### config.mk
export PLATFORM = sky130hd
export DESIGN_NAME = conv_window_gen
export DESIGN_NICKNAME = d
export VERILOG_FILES = /design/src/rtl/conv_window_gen.sv
export SDC_FILE = /design/constraint.sdc
export NUM_CORES = 1
export LEC_CHECK = 0
export BUFFER_PORTS_ARGS = -buffer_cell sky130_fd_sc_hd__buf_2
export CAP_MARGIN = 20
export CORE_MARGIN = 1.5
export CORE_UTILIZATION = 41
export CTS_CLUSTER_SIZE = 24
export DETAILED_ROUTE_END_ITERATION = 7
export SKIP_CTS_REPAIR_TIMING = 1
export SYNTH_ARGS = -nofsm -noshare
export SYNTH_HDL_FRONTEND = slang
export SYNTH_SLANG_ARGS = --single-unit
### constraint.sdc
create_clock -name clk -period 7.12 [get_ports clk]
set_input_delay 0.356 -clock clk [delete_from_list [all_inputs] [get_ports clk]]
set_output_delay 0.356 -clock clk [all_outputs]
set_load 0.02 [all_outputs]
### src/rtl/conv_window_gen.sv
// conv_window_gen: streaming F x F sliding-window generator with stride S.
// Consumes a raster-order pixel stream and keeps F-1 previous rows in line
// buffers. Each window whose origin lies on the stride grid is emitted as one
// flattened word.
// Ports:
//   clk, rst            clock, asynchronous active-high reset
//   pix_in/pix_valid    input pixel stream; pix_ready is the acceptance strobe
//   win_out/win_valid   registered window; element (r,c) at [((r*F)+c)*datawidth +: datawidth]
//   win_ready           downstream accepts the window
//   frame_done          one-cycle pulse after the last pixel of a frame is accepted
module conv_window_gen #(
    parameter int unsigned N         = 5,
    parameter int unsigned F         = 3,
    parameter int unsigned S         = 1,
    parameter int unsigned datawidth = 8
) (
    input  logic                      clk,
    input  logic                      rst,
    input  logic [datawidth-1:0]      pix_in,
    input  logic                      pix_valid,
    output logic                      pix_ready,
    output logic [F*F*datawidth-1:0]  win_out,
    output logic                      win_valid,
    input  logic                      win_ready,
    output logic                      frame_done
);

    localparam int unsigned CW = (N > 1) ? $clog2(N) : 1;
    localparam int unsigned PW = (S > 1) ? $clog2(S) : 1;
    localparam int unsigned WW = F * F * datawidth;

    logic [CW-1:0]        row;
    logic [CW-1:0]        col;
    logic [PW-1:0]        row_phase;
    logic [PW-1:0]        col_phase;
    logic [datawidth-1:0] line_buf [F-1][N];
    logic [datawidth-1:0] win      [F][F];
    logic [datawidth-1:0] col_new  [F];
    logic [WW-1:0]        win_next;
    logic                 accept;
    logic                 emit;
    logic                 col_last;
    logic                 row_last;

    // Any stall on the output also stalls non-emitting pixels so the line
    // buffers never run ahead of the window register.
    assign pix_ready = !win_valid || win_ready;
    assign accept    = pix_valid && pix_ready;
    assign col_last  = (col == CW'(N - 1));
    assign row_last  = (row == CW'(N - 1));
    assign emit      = accept && (row >= CW'(F - 1)) && (col >= CW'(F - 1))
                       && (row_phase == '0) && (col_phase == '0);

    // Incoming column (oldest row at r=0) and the shifted window it produces.
    always_comb begin
        win_next = '0;
        for (int r = 0; r < int'(F) - 1; r++) begin
            col_new[r] = line_buf[int'(F) - 2 - r][col];
        end
        col_new[F-1] = pix_in;
        for (int r = 0; r < int'(F); r++) begin
            for (int c = 0; c < int'(F) - 1; c++) begin
                win_next[((r*F)+c)*datawidth +: datawidth] = win[r][c+1];
            end
            win_next[((r*F)+F-1)*datawidth +: datawidth] = col_new[r];
        end
    end

    // Line buffers and window register; contents need no reset because they
    // are refilled before the first window of a frame is emitted.
    always_ff @(posedge clk) begin
        if (accept) begin
            for (int k = int'(F) - 2; k >= 1; k--) begin
                line_buf[k][col] <= line_buf[k-1][col];
            end
            line_buf[0][col] <= pix_in;
            for (int r = 0; r < int'(F); r++) begin
                for (int c = 0; c < int'(F); c++) begin
                    win[r][c] <= win_next[((r*F)+c)*datawidth +: datawidth];
                end
            end
        end
    end

    // Raster counters, stride phases and the output register.
    always_ff @(posedge clk or posedge rst) begin
        if (rst) begin
            row        <= '0;
            col        <= '0;
            row_phase  <= '0;
            col_phase  <= '0;
            win_valid  <= 1'b0;
            win_out    <= '0;
            frame_done <= 1'b0;
        end else begin
            frame_done <= accept && col_last && row_last;
            if (accept) begin
                col <= col_last ? '0 : col + CW'(1);
                // Column phase restarts each row; it only runs once col reaches F-1.
                if (col_last) begin
                    col_phase <= '0;
                end else if (col >= CW'(F - 1)) begin
                    col_phase <= (col_phase == PW'(S - 1)) ? '0 : col_phase + PW'(1);
                end
                if (col_last) begin
                    row <= row_last ? '0 : row + CW'(1);
                    if (row_last) begin
                        row_phase <= '0;
                    end else if (row >= CW'(F - 1)) begin
                        row_phase <= (row_phase == PW'(S - 1)) ? '0 : row_phase + PW'(1);
                    end
                end
            end
            if (emit) begin
                win_valid <= 1'b1;
                win_out   <= win_next;
            end else if (win_ready) begin
                win_valid <= 1'b0;
            end
        end
    end

endmodule

# After elaboration in Yosys (flattened, before gate mapping)
# Memories as Yosys holds them, arrays and structs flattened.
# Index checks and enable logic that the tools add are counted.
# word_totals
reg_bits	82
latchBits	0
mem_bits_rw	152
romBits	0
wordCells	59
mem_count	2
# memory_table
memory	depth	width	rd	rd_ports_with_merged_regs	write_ports	line	text
line_buf	2	40	2	0	2	36	logic [datawidth-1:0] line_buf [F-1][N];
win	3	24	3	0	3	37	logic [datawidth-1:0] win [F][F];
# op_classes
addsub	4
n_mul	0
div_mod_pow	0
order_cmp	4
eq_ne	2
shift	0
muxes	21
bitwise_logic	3
n_reduce_logical	16
# op_table
op	n
$bmux W8 S3	2
$mux W40	1
$mux W8	5
$demux W8 S3	1
$mux W1	10
$logic_and A1 B1 Y1	8
$add A3 B1 Y3 const B	2
$eq A3 B3 Y1 const B	2
$ge A3 B2 Y1 const B	2
$mux W3	2
$reduce_bool A2 Y1	3
$ge A4 B4 Y1 const B	1
$lt A4 B1 Y1 const B	1
$not A3 Y4	1
$reduce_and A2 Y1	2
$reduce_and A3 Y1	1
$add A1 B1 Y1 const B	2
$not A1 Y1	2
$logic_not A1 Y1	1
$logic_or A1 B1 Y1	1

# Longest topological paths before layout
# Gate-level depths: netlist (run 1).
# depth
ltp_word	8
mapped_depth	8
depth_no_buf	5

# Worst setup path after synthesis (run 1)
# No wires, ideal clock.
# synth_path
path_kind	register -> register
from	register col[0]
to	memory line_buf[0][24] in the netlist's numbering, enable pin
t_arrival_ps	2509
t_required_ps	6690
setup_slack_ps	4181
path_stages_with_launch	5
path_cell_list	dfrtp_1 -> buf_2 -> inv_1 -> buf_2 -> nor4_1
# synth_rtl
element	line	text
start, declared	33	logic [CW-1:0] col;
start signal, assigned	98	col <= col_last ? '0 : col + CW'(1);
end, declared	36	

# Worst setup path after layout (run 1)
# layout_path
from	register col[0]
to	register win_out[0]
# layout_via
elab_chain_len	4
# layout_lines
element	line	text
$ge A3 B2 Y1	51	assign emit = accept && (row >= CW'(F - 1)) && (col >= CW'(F - 1))
$logic_and A1 B1 Y1	51	
$logic_and A1 B1 Y1 (2 in series)	52	&& (row_phase == '0) && (col_phase == '0);
end signal, assigned	116	win_out <= win_next;
end, declared	22	output logic [F*F*datawidth-1:0] win_out,
# No other way between the ends.
# A chain may end at the register's enable or synchronous reset.

==> flow_metrics.py, run 1 <==
metrics = {
    "worst_setup_path": {
        "crit_fanout": 48,
        "worstPathArrival_ns": 4.21,
        "worstSetupStartpointType": "register",
        "crit_slowest_cell": "dfrtp_1",
        "crit_path_end_kind": "register",
        "worst-path-buf-inv": 2,
        "r2r_slack_ns": 3.28,
        "crit_type": "reg2reg",
        "crit_family": "buffers and inverters",
        "cpPeakStageDelay_ns": 0.91,
        "cp.required_ns": 7.49,
        "path_cells": "inv_1 > ha_1 > or3_4 > nand3_4 > buf_4 > mux2_4",
    },
    "power": {
        "p_leak_nw": 3.92,
        "p_total_mw": 4.79,
        "power_density_nw_per_um2": 509,
        "vdd_drop_max_uv": 212,
    },
    "synthesis": {
        "async_reset_ff_share_pct": 38.5,
        "syn_inst": 424,
        "synth-edff-count": 128,
        "ys_seq_area_share_pct": 72.7,
        "synth_fp_nets": 442,
        "syn_avg_cell_area_sq_um": 19.0,
        "ys_ff_latch": 208,
        "synthFlopType": "edfxtp_1",
        "synth_area_leader_cell": "edfxtp_1",
        "synth_cell_types": 41,
        "synth_area_leaders": "edfxtp_1, dfrtp_1, mux2_4",
        "syn_area_sq_um": 8040,
        "synth_top_area_share_pct": 47.8,
        "yosysWarningCount": 0,
    },
    "grt": {
        "grt_pass1_vias": 4068,
        "grt.overflow.total": 0,
        "track_usage_pct": 14.4,
        "grt_pass1_wl_microns": 22800,
        "grt_max_degree": 81,
        "antenna_found_initial": 0,
    },
    "die": {
        "die_x_microns": 143,
        "io_pins": 87,
        "rows": 51,
        "die_h_microns": 143,
        "floorplan.initialDensity_pct": 41.6,
        "core_sq_um": 19300,
        "die_area_sq_um": 20500,
    },
    "clocking": {
        "clock_sinks": 208,
        "cts_tree": "built",
        "cts_made_buffers": 22,
        "clk_pin_slew_worst_paths_ns": 0.06,
        "insertion_delay_ns": 0.49,
        "cts.htree.levels": 1,
        "root_buffer": "clkbuf_16",
        "clk_path_buf_depth": 3,
    },
    "placement": {
        "place_area_sq_um": 8640,
        "place_hpwl_microns": 8440,
        "gp_congestion": 0.737,
        "port_buffers": 86,
    },
    "timing": {
        "post-route-period-util_pct": 54.0,
        "relSlewSlack_pct": 33.1,
        "hold_viol": 34,
        "setup_viol": 0,
        "period_needed_ns": 3.84,
        "drv_slew": 0,
        "holdWs_ns": -0.0317,
        "skew_ns": 0.00574,
        "max_freq_mhz": 260,
        "tns_ns": 0,
        "rsz0062_at_grt": "false",
        "tightest_slew_ns": 0.994,
    },
    "drt": {
        "ant_nets": 0,
        "drtIter0Drc": 182,
        "vias_per_cell": 4.89,
        "num_vias": 3919,
        "routed_wl_microns": 14100,
        "drc_errors": 0,
        "routedWlPerCell_microns": 17.6,
        "first_pass_iters": 4,
    },
    "cells_and_area": {
        "fin_util_pct": 48.6,
        "drive_above_1_share_pct": 39.9,
        "layout_common_cells": "edfxtp_1, buf_2, dfrtp_1",
        "final_cell_area_sq_um": 9400,
        "final_common_cell": "edfxtp_1",
        "diodes": 0,
        "synthToLayoutAreaGrowth_pct": 16.8,
        "final_nets": 540,
    },
    "run": {
        "cap_violations": 0,
    },
    "status": {
        "violations": "hold timing",
        "status": "finished, violations left",
    },
    "min_path": {
        "min_path_type": "in2async",
    },
}
flip-flops by register name, indices dropped and copies added (netlist names):
signal / cells
line_buf: 80
win_out: 72
win: 48
col: 3
row: 3
frame_done: 1
win_valid: 1
report_power, final:
| group | switching, mW | internal, mW |
|---|---|---|
| combinational | 0.905 | 0.751 |
| sequential | 0.228 | 1.81 |
| clock | 0.427 | 0.669 |
| total | 1.56 | 3.23 |
synth_stat cells, types with 2 or more instances:
cell type  instances
o21ai_1            7
o21ai_0            6
dfrtp_1           80
inv_1              5
nor2_1             5
and3_1             4
o31ai_1            7
buf_4              2
buf_6              3
a32oi_1            7
ha_1               6
nand3_1            3
buf_12             7
mux2_2            10
nor4_1             2
clkbuf_1           5
buf_2              3
a21oi_1            8
a211oi_1           7
nand4_1            2
and2b_1            2
a22oi_1           14
mux2i_1            3
nor2b_1            8
mux2_4            71
edfxtp_1         128
nand2_1            5
per-stage QoR:
stage | worst slack (ns) | instances
floorplan | 4.18 | 424
global placement | 3.32 | 759
detailed placement | 3.26 | 761
CTS | 3.27 | 800
global route | 3.03 | 802
finish | 3.28 | 802
worst register-to-register path, delay by kind of cell (launching register included):
family / cells / cell delay [ns]
fa+ha+maj: 1 / 0.33
buf+inv: 2 / 1.28
flops: 1 / 0.91
simple gates: 2 / 0.79
mux: 1 / 0.41
area by class of cell:
type                            count  area, sq um
Multi-Input combinational cell    189         1960
Clock buffer                       33          654
Fill cell                        1644         9940
Timing Repair Buffer               95          526
Sequential cell                   208         5850
Inverter                            6         25.0
Tap cell                          265          332
Clock inverter                      6         52.6
worst paths after layout:
check                          start               to  depth (start not counted)
max                           col[0]       win_out[0]                          6
min                              rst      win_out[26]                          3
max reg2reg                   col[0]       win_out[0]                          6
min reg2reg                win[0][4]       win[0][12]                          0
max in group asynchronous        rst      win_out[65]                          4
min in group clk           pix_in[3]  line_buf[0][35]                          1
cell families (layout without fill, tap and decap cells):
kind of cell / count (synthesis) / after routing / synth area share, %
adders and majority gates: 6 / 6 / 0.933
and+or+nand+nor: 40 / 40 / 3.27
DFF: 208 / 208 / 72.7
muxes: 84 / 84 / 15.0
AOI/OAI and AO/OA: 59 / 59 / 4.99
buffers and inverters: 27 / 140 / 3.11
layer usage:
| metal | wire length (microns) | share of wire, % | global-route usage, % | vias up |
|---|---|---|---|---|
| li1 | - | - | - | 1821 |
| met1 | 6650 | 47 | 20.3 | 1980 |
| met2 | 6600 | 47 | 22.9 | 97 |
| met5 | 0 | 0 | 0 | - |
| met4 | 255 | 1.8 | 3.91 | 0 |
| met3 | 643 | 4.5 | 2.65 | 21 |
Note: power is estimated with default switching activity, not from simulation.
==> run 2, diff against run 1 <==
clock period = 3.2 ns   (was 7.12 ns; I/O delays follow)
==> run 2 against run 1 <==
  * The flow now finishes without violations
  * Maximum frequency increased by 69%
  * Cell area increased by 2.5%
  * Register-to-register slack got worse by 2.4 ns
  * Sequential power increased by 120%
  * Combinational power increased by 130%
==> flow_metrics.py, run 2 (synthesis gave the netlist of run 1 again) <==
metrics = {
    "power": {
        "vdd_drop_max_uv": 538,
        "power_density_nw_per_um2": 1140,
        "p_leak_nw": 4.05,
    },
    "grt": {
        "grt_pass1_wl_microns": 22800,
        "track_usage_pct": 14.5,
        "grt_max_degree": 60,
        "grt.overflow.total": 0,
        "grt_pass1_vias": 4170,
        "antenna_found_initial": 0,
    },
    "die": {
        "rows": 51,
        "io_pins": 87,
        "core_sq_um": 19300,
        "die_h_microns": 143,
        "die_area_sq_um": 20500,
        "die_x_microns": 143,
        "floorplan.initialDensity_pct": 41.6,
    },
    "cells_and_area": {
        "drive_above_1_share_pct": 41.4,
        "top_register": "line_buf",
        "layoutNonFillerInstCount": 826,
        "layout_common_cells": "edfxtp_1, buf_2, dfrtp_1",
        "final_nets": 562,
        "reg.largest.list": "line_buf x80, win_out x72, win x48",
        "diodes": 0,
        "largest_reg_flops": 80,
        "final_common_cell": "edfxtp_1",
        "synthToLayoutAreaGrowth_pct": 19.7,
    },
    "worst_setup_path": {
        "worstPathArrival_ns": 2.70,
        "crit_fanout": 24,
        "path_cells": "nor2b_1 > a22oi_1 > o21ai_1 > mux2_4",
        "crit_type": "reg2reg",
        "crit_path_end_kind": "register",
        "worstSetupStartpointType": "register",
        "cp.required_ns": 3.63,
        "cpPeakStageDelay_ns": 0.68,
        "crit_slowest_cell": "nor2b_1",
    },
    "placement": {
        "port_buffers": 86,
        "dp_cells": 771,
        "place_hpwl_microns": 9220,
        "gp_congestion": 0.806,
    },
    "drt": {
        "routed_wl_microns": 14700,
        "vias_per_cell": 4.99,
        "num_vias": 4118,
        "ant_nets": 0,
        "drc_errors": 0,
        "drtIter0Drc": 229,
        "first_pass_iters": 4,
        "routedWlPerCell_microns": 17.7,
    },
    "clocking": {
        "cts_made_buffers": 23,
        "clk_pin_slew_worst_paths_ns": 0.06,
        "clock_sinks": 208,
        "cts_tree": "built",
        "cts.htree.levels": 1,
        "clk_path_buf_depth": 3,
        "root_buffer": "clkbuf_16",
        "insertion_delay_ns": 0.50,
    },
    "timing": {
        "drv_slew": 0,
        "period_needed_ns": 2.27,
        "tns_ns": 0,
        "max_freq_mhz": 440,
        "skew_ns": 0.0151,
        "setup_viol": 0,
        "tightest_slew_ns": 1.00,
        "rsz0062_at_grt": "false",
        "post-route-period-util_pct": 71.0,
        "relSlewSlack_pct": 32.7,
        "hold_viol": 0,
    },
    "min_path": {
        "min_path_type": "in2reg",
    },
    "run": {
        "cap_violations": 0,
    },
    "status": {
        "status": "complete, no violations",
    },
}
[run 2: changes by cell type in the layout (fill, tap and decap cells not counted), sizes merged]
cell,before,now
clkinv,7,14
clkinvlp,0,1
inv,4,5
bufinv,1,3
dlygate4sd3,0,11
buf,95,104
clkbuf,33,26
[run 2: per-layer routing]
layer | global-route usage [%] | up-vias | part of all wire (%)
li1 | - | 1869 | -
met1 | 20.2 | 2080 | 46
met2 | 22.6 | 133 | 46
met3 | 2.75 | 36 | 4.6
met4 | 5.48 | 0 | 3.1
met5 | 0 | - | 0
[run 2: final timing paths]
| kind | slack [ns] | endpoint | from | cells past startpoint |
|---|---|---|---|---|
| setup / recovery | 0.93 | win_out[40] | col[2] | 4 |
| hold / removal | 0.12 | frame_done | pix_valid | 3 |
| setup reg to reg | 0.93 | win_out[40] | col[2] | 4 |
| hold reg to reg | 0.45 | win[1][9] | win[1][1] | 0 |
| max in group asynchronous | 2.31 | win_out[68] | rst | 4 |
| min in group asynchronous | 0.22 | win_out[36] | rst | 3 |
[run 2: per-stage QoR]
stage	setup slack [ns]	power, mW	util [%]	cell area, sq um	hold slack (ns)
floorplan	0.261	7.32	-	8040	0.259
global placement	0.980	8.29	45.2	8730	0.429
detailed placement	0.926	8.39	45.2	8730	0.438
CTS	0.910	11.0	49.1	9500	-0.0822
global route	0.772	11.5	49.8	9630	0.153
finish	0.927	10.9	49.8	9630	0.117
[run 2: where the power goes]
part,internal (mW),total (mW),switching [mW]
combinational,1.75,3.86,2.12
sequential,4.02,4.46,0.444
clock,1.57,2.61,1.04
[run 2: final cells by class]
class,count,area (sq um)
fill,1595,9700
sequential,208,5850
multi-input combinational,189,1960
timing repair buffer,116,706
clock buffer,25,583
tap,265,332
clock inverter,17,179
inverter,6,25.0
[run 2: worst max-delay path: cells and delay by family (launching register included)]
family	cells	cell delay (ns)
AND/OR/NAND/NOR	1	0.68
flip-flops	1	0.65
AO/OA/AOI/OAI	2	0.63
multiplexers	1	0.24
==> run 3, diff against run 2 <==
clock period = 2.21 ns   (was 3.2 ns; I/O delays follow)
==> run 3 against run 2 <==
  * Die area is the same
  * Flip-flop and latch count unchanged
  * Clock skew down 0.0049 ns
  * Clock power up 47%
  * Utilization rose by 0.87 points
  * Cell count is 1.2% higher
  * Highest routed layer unchanged
==> flow_metrics.py, run 3 (synthesis gave the netlist of run 1 again) <==
metrics = {
    "clocking": {
        "clk_path_buf_depth": 3,
        "cts_made_buffers": 22,
        "clk_pin_slew_worst_paths_ns": 0.06,
        "root_buffer": "clkbuf_16",
        "cts_tree": "built",
        "clock_sinks": 208,
        "cts.htree.levels": 1,
        "insertion_delay_ns": 0.50,
    },
    "drt": {
        "drc_errors": 0,
        "m1WireLength_microns": 6730,
        "wl_met3_microns": 722,
        "wl_met2_microns": 7260,
        "highest-signal-layer": "met4",
        "vias_per_cell": 4.90,
        "routed_wl_microns": 15100,
        "first_pass_iters": 4,
        "drtIter0Drc": 162,
        "routedWlPerCell_microns": 18.1,
        "num_vias": 4099,
        "ant_nets": 0,
    },
    "worst_setup_path": {
        "cpPeakStageDelay_ns": 0.40,
        "worstSetupStartpointType": "register",
        "r2r_start": "row[0]",
        "path_cells": "inv_1 > ha_1 > or3_1 > nand3_4 > buf_12 > mux2_2",
        "crit_fanout": 30,
        "crit_type": "reg2reg",
        "crit_slowest_cell": "dfrtp_1",
        "regToRegEndpoint": "win_out[65]",
        "r2r_slack_ns": 0.21,
        "crit_path_end_kind": "register",
        "rr_worst_depth": 6,
        "worstPathArrival_ns": 2.38,
        "cp.required_ns": 2.59,
    },
    "timing": {
        "setup_viol": 0,
        "final.setup.worst_slack_ns": 0.215,
        "rsz0062_at_grt": "false",
        "tns_ns": 0,
        "tightest_slew_ns": 0.709,
        "post-route-period-util_pct": 90.3,
        "skew_ns": 0.0102,
        "max_freq_mhz": 501,
        "hold_viol": 0,
        "period_needed_ns": 2.00,
        "drv_slew": 0,
        "relSlewSlack_pct": 52.6,
    },
    "placement": {
        "port_buffers": 86,
        "place_hpwl_microns": 9470,
        "gp_congestion": 0.788,
        "pre_cts_ws_ns": 0.227,
        "place_area_sq_um": 8920,
        "dp_cells": 785,
    },
    "grt": {
        "antenna_found_initial": 0,
        "grt_max_degree": 41,
        "grt.overflow.total": 0,
        "grt_pass1_vias": 4196,
        "grt_pass1_wl_microns": 23500,
        "track_usage_pct": 15.0,
    },
    "die": {
        "die_area_sq_um": 20500,
        "rows": 51,
        "floorplan.initialDensity_pct": 41.6,
        "die_x_microns": 143,
        "die_h_microns": 143,
        "core_sq_um": 19300,
        "io_pins": 87,
    },
    "cells_and_area": {
        "final_nets": 573,
        "top_register": "line_buf",
        "reg.largest.list": "line_buf x80, win_out x72, win x48",
        "layoutNonFillerInstCount": 836,
        "largest_reg_flops": 80,
        "synthToLayoutAreaGrowth_pct": 21.8,
        "final_common_cell": "edfxtp_1",
        "layout_common_cells": "edfxtp_1, buf_2, dfrtp_1",
        "drive_above_1_share_pct": 42.0,
        "diodes": 0,
        "final_cell_area_sq_um": 9800,
        "fill_cells": 1618,
    },
    "status": {
        "status": "complete, no violations",
    },
    "power": {
        "p_leak_nw": 4.12,
        "power_density_nw_per_um2": 1650,
        "p_total_mw": 16.2,
        "vdd_drop_max_uv": 836,
    },
    "min_path": {
        "worstHoldStart": "pix_valid",
        "min_path_type": "in2reg",
        "worstHoldPathCells": 3,
        "min_to": "frame_done",
    },
    "run": {
        "cap_violations": 0,
    },
}
-- run 3: worst max-delay path: cells and delay by family (launching register included) --
| family | cells | cell delay (ns) |
|---|---|---|
| adder cells (fa/ha/maj) | 1 | 0.19 |
| buffers and inverters | 2 | 0.35 |
| flip-flops | 1 | 0.40 |
| multiplexers | 1 | 0.36 |
| AND/OR/NAND/NOR | 2 | 0.54 |
-- run 3: per-stage QoR --
step                      utilization [%]  hold slack, ns
final                                50.7          0.0426
after global routing                 50.7          0.0659
after detailed placement             46.1           0.202
after floorplan                         -           0.209
after CTS                            50.1          -0.320
after global placement               46.1           0.205
-- run 3: worst max path at each step --
stage	startpoint	endpoint	slack, ns
3_3_place_gp	col[1]	line_buf[0][10]	0.26
3_5_place_dp	row[0]	win_out[64]	0.23
5_1_grt	col[0]	win[1][0]	0.09
6_report	row[0]	win_out[65]	0.21
2_1_floorplan	rst	col[0]	0.05
4_1_cts	row[0]	win_out[64]	0.21
-- run 3: layout make-up --
cell class	instances	area, sq um	area share [%]
flip-flops and latches	208	5850	59.7
multi-input cells	189	1980	20.2
repair buffers	128	848	8.66
clock buffers	27	601	6.13
well taps	265	332	3.38
clock inverters	13	166	1.70
inverters	6	28.8	0.294
-- run 3: layer usage --
metal,vias to the layer above,track usage [%]
li1,1879,-
met4,0,5.05
met5,-,0
met3,28,3.09
met1,2079,19.4
met2,113,25.3
-- run 3: report_power, final --
group / internal [mW] / switching, mW
combinational: 2.75 / 3.16
sequential: 5.81 / 0.628
clock: 2.40 / 1.45
